File: src/rtl/freq_scan_ctrl.sv
// freq_scan_ctrl: time-shares one 32-bit period counter across CHANNELS
// inputs. Each channel is selected in turn; the counter arms on a rising edge
// and counts clk cycles to the next rising edge, then stores the period.
// Ports: clk, rst (sync, active high), enable, signals, ch_mask -> periods
// (32 bits per channel), valid, timeout_flags, active_ch, busy, sweep_done.
// Build option FREQ_SCAN_HOLD_EN: a timeout keeps the old period and valid bit
// and only sets timeout_flags.
module freq_scan_ctrl #(
  parameter int CHANNELS = 4,
  parameter int TIMEOUT  = 1000000
) (
  input  logic                     clk,
  input  logic                     rst,
  input  logic                     enable,
  input  logic [CHANNELS-1:0]      signals,
  input  logic [CHANNELS-1:0]      ch_mask,
  output logic [32*CHANNELS-1:0]   periods,
  output logic [CHANNELS-1:0]      valid,
  output logic [CHANNELS-1:0]      timeout_flags,
  output logic [3:0]               active_ch,
  output logic                     busy,
  output logic                     sweep_done
);

  typedef enum logic [2:0] {
    S_IDLE, S_SELECT, S_ARM, S_MEAS, S_STORE, S_TOUT
  } state_t;

  state_t              state, nxt;
  logic [CHANNELS-1:0] s1, s2, hist, rise;
  logic [15:0]         mask16, rise16;
  logic [3:0]          ptr, ptr_step, ptr_adv;
  logic [31:0]         cnt, result;
  logic [31:0]         per_q [CHANNELS];
  logic                en_q, last_ch, rise_sel, sel_hit;

  // Two-flop synchronizer plus history flop; equal latency on every edge.
  always_ff @(posedge clk) begin
    if (rst) begin
      s1   <= '0;
      s2   <= '0;
      hist <= '0;
    end else begin
      s1   <= signals;
      s2   <= s1;
      hist <= s2;
    end
  end

  assign rise     = s2 & ~hist;
  assign mask16   = 16'(ch_mask);
  assign rise16   = 16'(rise);
  assign rise_sel = rise16[active_ch];
  assign sel_hit  = mask16[ptr];

  assign ptr_step = (ptr == 4'(CHANNELS-1)) ? 4'd0 : ptr + 4'd1;
  assign ptr_adv  = (active_ch == 4'(CHANNELS-1)) ? 4'd0
                                                  : active_ch + 4'd1;

  // Current channel is the last of the sweep when no higher bit is unmasked.
  always_comb begin
    last_ch = 1'b1;
    for (int i = 0; i < CHANNELS; i++) begin
      if (i > int'(active_ch) && ch_mask[i]) last_ch = 1'b0;
    end
  end

  always_ff @(posedge clk) begin
    if (rst) state <= S_IDLE;
    else     state <= nxt;
  end

  always_comb begin
    nxt = state;
    if (!enable) begin
      nxt = S_IDLE;
    end else begin
      unique case (state)
        S_IDLE:   if (ch_mask != '0) nxt = S_SELECT;
        S_SELECT: begin
          if (ch_mask == '0) nxt = S_IDLE;
          else if (sel_hit)  nxt = S_ARM;
        end
        S_ARM: begin
          if (rise_sel)                        nxt = S_MEAS;
          else if (cnt == 32'(TIMEOUT - 1))    nxt = S_TOUT;
        end
        // Timing out at cnt = TIMEOUT-2 makes TIMEOUT-1 the longest
        // storable period; an edge in that same cycle still wins.
        S_MEAS: begin
          if (rise_sel)                        nxt = S_STORE;
          else if (cnt == 32'(TIMEOUT - 2))    nxt = S_TOUT;
        end
        S_STORE:  nxt = S_SELECT;
        S_TOUT:   nxt = S_SELECT;
        default:  nxt = S_IDLE;
      endcase
    end
  end

  always_comb begin
    busy = (state != S_IDLE);
  end

  always_ff @(posedge clk) begin
    if (rst) begin
      ptr           <= '0;
      active_ch     <= '0;
      cnt           <= '0;
      result        <= '0;
      valid         <= '0;
      timeout_flags <= '0;
      sweep_done    <= 1'b0;
      en_q          <= 1'b0;
      for (int i = 0; i < CHANNELS; i++) per_q[i] <= '0;
    end else begin
      en_q       <= enable;
      sweep_done <= 1'b0;
      if (enable && !en_q) valid <= '0;
      if (enable) begin
        unique case (state)
          S_SELECT: begin
            if (sel_hit) begin
              active_ch <= ptr;
              cnt       <= '0;
            end else if (ch_mask != '0) begin
              ptr <= ptr_step;
            end
          end
          S_ARM: begin
            if (rise_sel) cnt <= '0;
            else          cnt <= cnt + 32'd1;
          end
          S_MEAS: begin
            if (rise_sel) result <= cnt + 32'd1;
            else          cnt    <= cnt + 32'd1;
          end
          S_STORE: begin
            for (int i = 0; i < CHANNELS; i++) begin
              if (4'(i) == active_ch) begin
                per_q[i]         <= result;
                valid[i]         <= 1'b1;
                timeout_flags[i] <= 1'b0;
              end
            end
            ptr        <= ptr_adv;
            sweep_done <= last_ch;
          end
          S_TOUT: begin
            for (int i = 0; i < CHANNELS; i++) begin
              if (4'(i) == active_ch) begin
`ifdef FREQ_SCAN_HOLD_EN
                timeout_flags[i] <= 1'b1;
`else
                per_q[i]         <= '0;
                valid[i]         <= 1'b0;
                timeout_flags[i] <= 1'b1;
`endif
              end
            end
            ptr        <= ptr_adv;
            sweep_done <= last_ch;
          end
          default: ;
        endcase
      end
    end
  end

  for (genvar g = 0; g < CHANNELS; g++) begin : g_out
    assign periods[32*g +: 32] = per_q[g];
  end

endmodule
File: config.mk
export PLATFORM = sky130hd
export DESIGN_NAME = freq_scan_ctrl
export DESIGN_NICKNAME = d
export VERILOG_FILES = /design/src/rtl/freq_scan_ctrl.sv
export SDC_FILE = /design/constraint.sdc
export NUM_CORES = 1
export LEC_CHECK = 0
export CAP_MARGIN = 20
export CELL_PAD_IN_SITES_DETAIL_PLACEMENT = 2
export CELL_PAD_IN_SITES_GLOBAL_PLACEMENT = 2
export CORE_ASPECT_RATIO = 1.25
export CORE_UTILIZATION = 33
export DETAILED_ROUTE_END_ITERATION = 16
export PLACE_DENSITY_LB_ADDON = 0.15
export SETUP_SLACK_MARGIN = 0.1
export SLEW_MARGIN = 15
export SYNTH_ARGS = -nofsm -noshare
export SYNTH_HDL_FRONTEND = slang
export SYNTH_SLANG_ARGS = --single-unit
File: constraint.sdc
create_clock -name clk -period 2.7 [get_ports clk]
set_input_delay 0.54 -clock clk [delete_from_list [all_inputs] [get_ports clk]]
set_output_delay 0.54 -clock clk [all_outputs]
set_load 0.05 [all_outputs]
# Word level (Yosys, flattened, before mapping)
# Memories as Yosys holds them, arrays and structs flattened.
# Cells that the tools add are included.
[classes]
add_sub_neg = 3
n_reduce_logical = 25
bitwise_logic = 12
order_cmp = 5
n_eq_ne = 28
muxes = 88
[op_table]
columns = ["cell", "n"]
rows = [
  ["32-bit 2-to-1 mux", 11],
  ["32-bit case mux with 3 select lines", 1],
  ["32-bit by 20-bit == test with 1-bit output, second input constant", 2],
  ["1-bit 2-to-1 mux", 57],
  ["32-bit by 1-bit adder with 32-bit output, second input constant", 1],
  ["4-bit AND reduction", 7],
  ["2-bit inequality test, second input constant", 13],
  ["4-bit 2-to-1 mux", 6],
  ["4-bit case mux with 2 select lines", 3],
  ["3-bit 2-to-1 mux", 7],
  ["3-bit case mux with 5 select lines", 1],
  ["4-bit by 5-bit < comparator with 1-bit output, second input constant", 2],
  ["3-bit inequality test, second input constant", 3],
  ["4-bit by 1-bit adder with 4-bit output, second input constant", 2],
  ["1-bit binary-select mux with 4-bit select", 2],
  ["2-bit by 4-bit == test with 1-bit output, first input constant", 2],
  ["4-bit by 2-bit == test with 1-bit output, second input constant", 2],
  ["2-bit by 4-bit greater-than comparator with 1-bit output, first input constant", 2],
  ["4-bit logical NOT", 2],
  ["1-bit OR", 8],
  ["3-bit by 2-bit == test with 1-bit output, second input constant", 2],
  ["3-bit == test, second input constant", 2],
  ["3-bit AND reduction", 2],
  ["3-bit nonzero test", 2],
  ["13 further kinds", 19],
]
[totals]
elab_cells = 177
out_inout_bits = 142
memories = 1
input_bits = 11
regBits = 97
ramBits = 128
[mem_list]
columns = ["name", "words", "width", "rd", "rd_clocked_by_memory_dff", "write_ports", "line", "text"]
rows = [
  ["per_q", 4, 32, 4, 0, 4, "34", "logic [31:0] per_q [CHANNELS];"],
]

# Depth between registers and ports, before layout
[depth]
ltp_word = 8
depth_mapped = 9
ltp_nobuf = 6

# Worst setup path before layout
# Ideal clock, no wire load.
[synth_path]
path_kind = "register to register"
startpoint = "register active_ch[0]"
endpoint = "memory per_q[1][0] (enable)"
t_arrival_ns = 2.112
setup_ns = 0.394
required_ns = 2.306
path_stages_with_launch = 5
setup_slack_ns = 0.195
n_path_buf = 1
period_less_slack_ns = 2.505
path_cell_list = "dfxtp_1 buf_2 nor2b_1 nand4_1 nand2b_1"
[synth_lines]
columns = ["element", "line", "text"]
rows = [
  ["start, declared", "20", "output logic [3:0] active_ch,"],
  ["start signal, assigned", "124", "active_ch <= ptr;"],
  ["end, declared", "34", ""],
]

# Worst setup path in the final report
[layout_path]
startpoint = "register active_ch[2]"
endpoint = "output port active_ch[2]"
# No word-level cell between the ends.

==> out/qor.txt <==
fin crit share: 87.7%
post-synthesis cell count: 992
starting DRC count in detailed routing: 210
Max Cap Violations: 0
status: completed
Fin. Hold Viols: 0
Gate power share: 5.4%
Post-synth ARST share: 0%
Max stage delay on crit path: 0.85 ns
Die Ht: 193 um
chip width: 155 um
Vias: 7,779
Total Neg Setup Slack: 0 ns
CTS buffer count: 25
Sink Count: 225
CTS tree: done
post-route insts no fill: 1,531
grt total ovfl: 0
CP top delay family: buffers and inverters
EDFF count, synth: 64
worst hold path endpoint: state[2]
vias in the first global route: 8,027
initial antenna violation count: 0
Worst Path Arrival: 1.83 ns
Internal: 5.65 mW
# diodes: 0
pin count of the biggest net entering global routing: 101
HP Start: rst
Synthesized Nets: 1,010
WP depth: 1
Crit. End Element: output pin
clock latency on the worst-skew pair: 0.52 ns
Multi-input gate area: 4080 sq um
Detail Route Antenna Nets: 0
depth of the CTS H-tree: 1
storage element area: 5150 sq um
most common flop cell mapped by yosys: dfxtp_1
# Post-CTS Setup Buffers: 0
Port Buf Inserts: 152
max layer used: met4
maximum VDD drop: 0.502 mV
area grow syn2layout: 29.6%
DR WL met3: 868 um
Critical path origin: active_ch[2]
# placed instances: 1,486
Worst Setup Path Type: reg2out
Tightest Hold Check Type: in2reg
first-pass detailed-route iteration total: 4
RSZ-0062 raised after global routing: false
Remaining DRCs: 0
CP Max Fanout: 6
CP required: 2.16 ns
fraction of layout cells with a size suffix above 1: 9.64%
Reg2Reg Depth: 7
R2R Path End: result[24]
clk slew on worst S/H paths: 0.06 ns
first-pass GRT wire length: 45,800 um
Clock Path Buffers: 3
cts-stage hold buffer count: 0
slew margin rel.: 60.0%
fill count: 3,012
Syn Area/Cell: 9.70 sq um
Die ar.: 29,900 sq um
Setup violations, final: 0
Core ar.: 28,600 sq um
Clk network pwr share: 46.2%
Synth Register Bits: 225
Critical Path, Cell by Cell: clkdlybuf4s50_1
maximum clock rate: 422 MHz
fin nets: 1,141
Post-Route WL: 29,100 um
post-route cell area: 12,500 sq um
RR Startpoint: cnt[1]
GRT Total Usage: 19.5%
R2R Setup Slk: 0.39 ns
yosys warns: 0
leakage power total: 4.20 nW
switching share of power: 22.5%
Final Skew: 0.0191 ns
row cnt: 69
synthesized cell area: 9630 sq um
post-DP HPWL: 20,400 um
routability cong.: 0.791
synth unique cells: 70
Post-Route M1 WL: 13,100 um
sw power: 1.64 mW
Power Density: 584 nW/um^2
minimum clock period: 2.37 ns
Slew Limit Fails: 0
metal2 WL: 14,800 um
Routed WL per cell: 19.0 um
Slew @ Worst Pin: 0.596 ns
Worst path slowest cell: clkdlybuf4s50_1
Via density: 5.08
CP Launch Type: flip-flop
Reg power frac: 48.4%
Placed Area: 11,700 sq um
CTS root buffer: clkbuf_16
WP buf/inv: 1
I/O Pins: 153
Starting Density: 33.7%
Worst Hold Depth: 3
register area share after synthesis: 53.5%
## worst register-to-register path, cell delays in order, from the launching register on
cell and delay [ns]:
dfxtp_1 0.45, ha_1 0.34, inv_1 0.13, nor4_2 0.47, buf_4 0.21, nand3_1 0.12
xnor2_1 0.34, a211oi_1 0.13
## cell usage in the layout, fill, tap and decap left out, types with 4 or more instances in the layout
cell / count
a211oi_1: 30
o21a_1: 4
mux2i_1: 4
ha_1: 7
a211oi_2: 5
buf_4: 24
and4_1: 4
dfxtp_1: 160
buf_12: 11
clkbuf_16: 25
and3_1: 9
xnor2_1: 19
nand2b_1: 10
nor2_1: 97
or2_2: 5
inv_1: 14
nor4_2: 5
a31oi_1: 21
xor2_1: 11
nor2b_1: 20
o2bb2ai_1: 7
nor3_1: 12
clkbuf_1: 6
clkinv_1: 4
clkdlybuf4s50_1: 148
nand3_1: 14
nand4_1: 16
clkbuf_8: 5
nor4_1: 10
nand2_1: 92
a21oi_1: 95
edfxtp_1: 64
o21ai_0: 18
and2_1: 67
nor3b_1: 34
## metrics by stage
stage | total power [mW] | setup slack (ns) | util [%] | hold WS (ns)
floorplan | 3.84 | 0.195 | - | 0.414
global placement | 3.99 | 0.113 | 40.8 | 0.417
detailed placement | 4.00 | 0.0607 | 40.8 | 0.429
CTS | 7.40 | 0.103 | 43.6 | 0.386
global route | 7.54 | 0.267 | 43.7 | 0.405
finish | 7.29 | 0.333 | 43.7 | 0.397
## synthesized netlist by cell type, types with 4 or more instances
| master | number | share of area [%] |
|---|---|---|
| dfxtp_1 | 161 | 33 |
| nor2_1 | 98 | 3.8 |
| a21oi_1 | 95 | 4.9 |
| nand2_1 | 92 | 3.6 |
| and2_1 | 67 | 4.4 |
| edfxtp_1 | 64 | 20 |
| clkbuf_1 | 53 | 2.1 |
| nor3b_1 | 34 | 2.7 |
| a211oi_1 | 30 | 2.3 |
| a31oi_1 | 21 | 1.4 |
| nor2b_1 | 20 | 1.3 |
| xnor2_1 | 19 | 1.7 |
| buf_2 | 18 | 0.94 |
| o21ai_0 | 18 | 0.94 |
| nand4_1 | 16 | 1.0 |
| inv_1 | 14 | 0.55 |
| nand3_1 | 14 | 0.73 |
| nor3_1 | 12 | 0.62 |
| xor2_1 | 11 | 1.0 |
| nand2b_1 | 10 | 0.65 |
| nor4_1 | 10 | 0.65 |
| and3_1 | 9 | 0.58 |
| ha_1 | 7 | 0.91 |
| o2bb2ai_1 | 7 | 0.64 |
| a211oi_2 | 5 | 0.65 |
| buf_4 | 5 | 0.39 |
| nor4_2 | 5 | 0.65 |
| or2_2 | 5 | 0.32 |
| and4_1 | 4 | 0.36 |
| mux2i_1 | 4 | 0.42 |
| o21a_1 | 4 | 0.31 |
## state kept, by name, indices dropped and copies added, names as in the netlist, 4 cells and up
name and flops:
hist 4, s2 4, timeout_flags 4, cnt 32
valid 4, per_q 128, s1 4, ptr 4
active_ch 4, result 32
## what timing repair did
| action | CTS | global route |
|---|---|---|
| cloned | 0 | 0 |
| endpoints found under the setup margin | 1 | 1 |
| resized for setup | 1 | 1 |
## power groups by stage
stage	Combinational, mW	Sequential, mW	Clock [mW]
after floorplan	0.122	3.72	0
after global placement	0.391	3.60	0
after detailed placement	0.396	3.60	0
after CTS	0.397	3.53	3.47
after global routing	0.412	3.53	3.59
final	0.390	3.53	3.37
## worst max path at each step
stage / end / slack [ns]
finish: active_ch[2] / 0.33
global route: active_ch[2] / 0.27
CTS: active_ch[1] / 0.10
detailed placement: cnt[29] / 0.06
global placement: cnt[28] / 0.11
floorplan: per_q[1][0] / 0.19
## metal layers
layer	track usage, %	vias to the layer above
met5	0	-
met4	3.54	0
met3	2.12	28
met2	35.7	133
met1	25.0	3878
li1	-	3740
## kinds of logic (layout without fill, tap and decap cells)
| family | after synthesis | in the layout | synth area share [%] |
|---|---|---|---|
| buffers and inverters | 95 | 244 | 4.30 |
| multiplexers | 7 | 7 | 0.767 |
| adder cells (fa/ha/maj) | 7 | 7 | 0.910 |
| flip-flops | 225 | 225 | 53.5 |
| AND/OR/NAND/NOR | 419 | 419 | 23.8 |
| AO/OA/AOI/OAI | 209 | 209 | 14.0 |
| XOR/XNOR | 30 | 30 | 2.73 |
## area by class of cell
cell class	instances	share of cell area, %
inverters	14	0.421
repair buffers	185	15.3
clock inverters	9	0.722
multi-input cells	672	32.7
flip-flops and latches	225	41.2
clock buffers	36	5.75
well taps	390	3.91
Note: power is estimated with default switching activity, not from simulation.
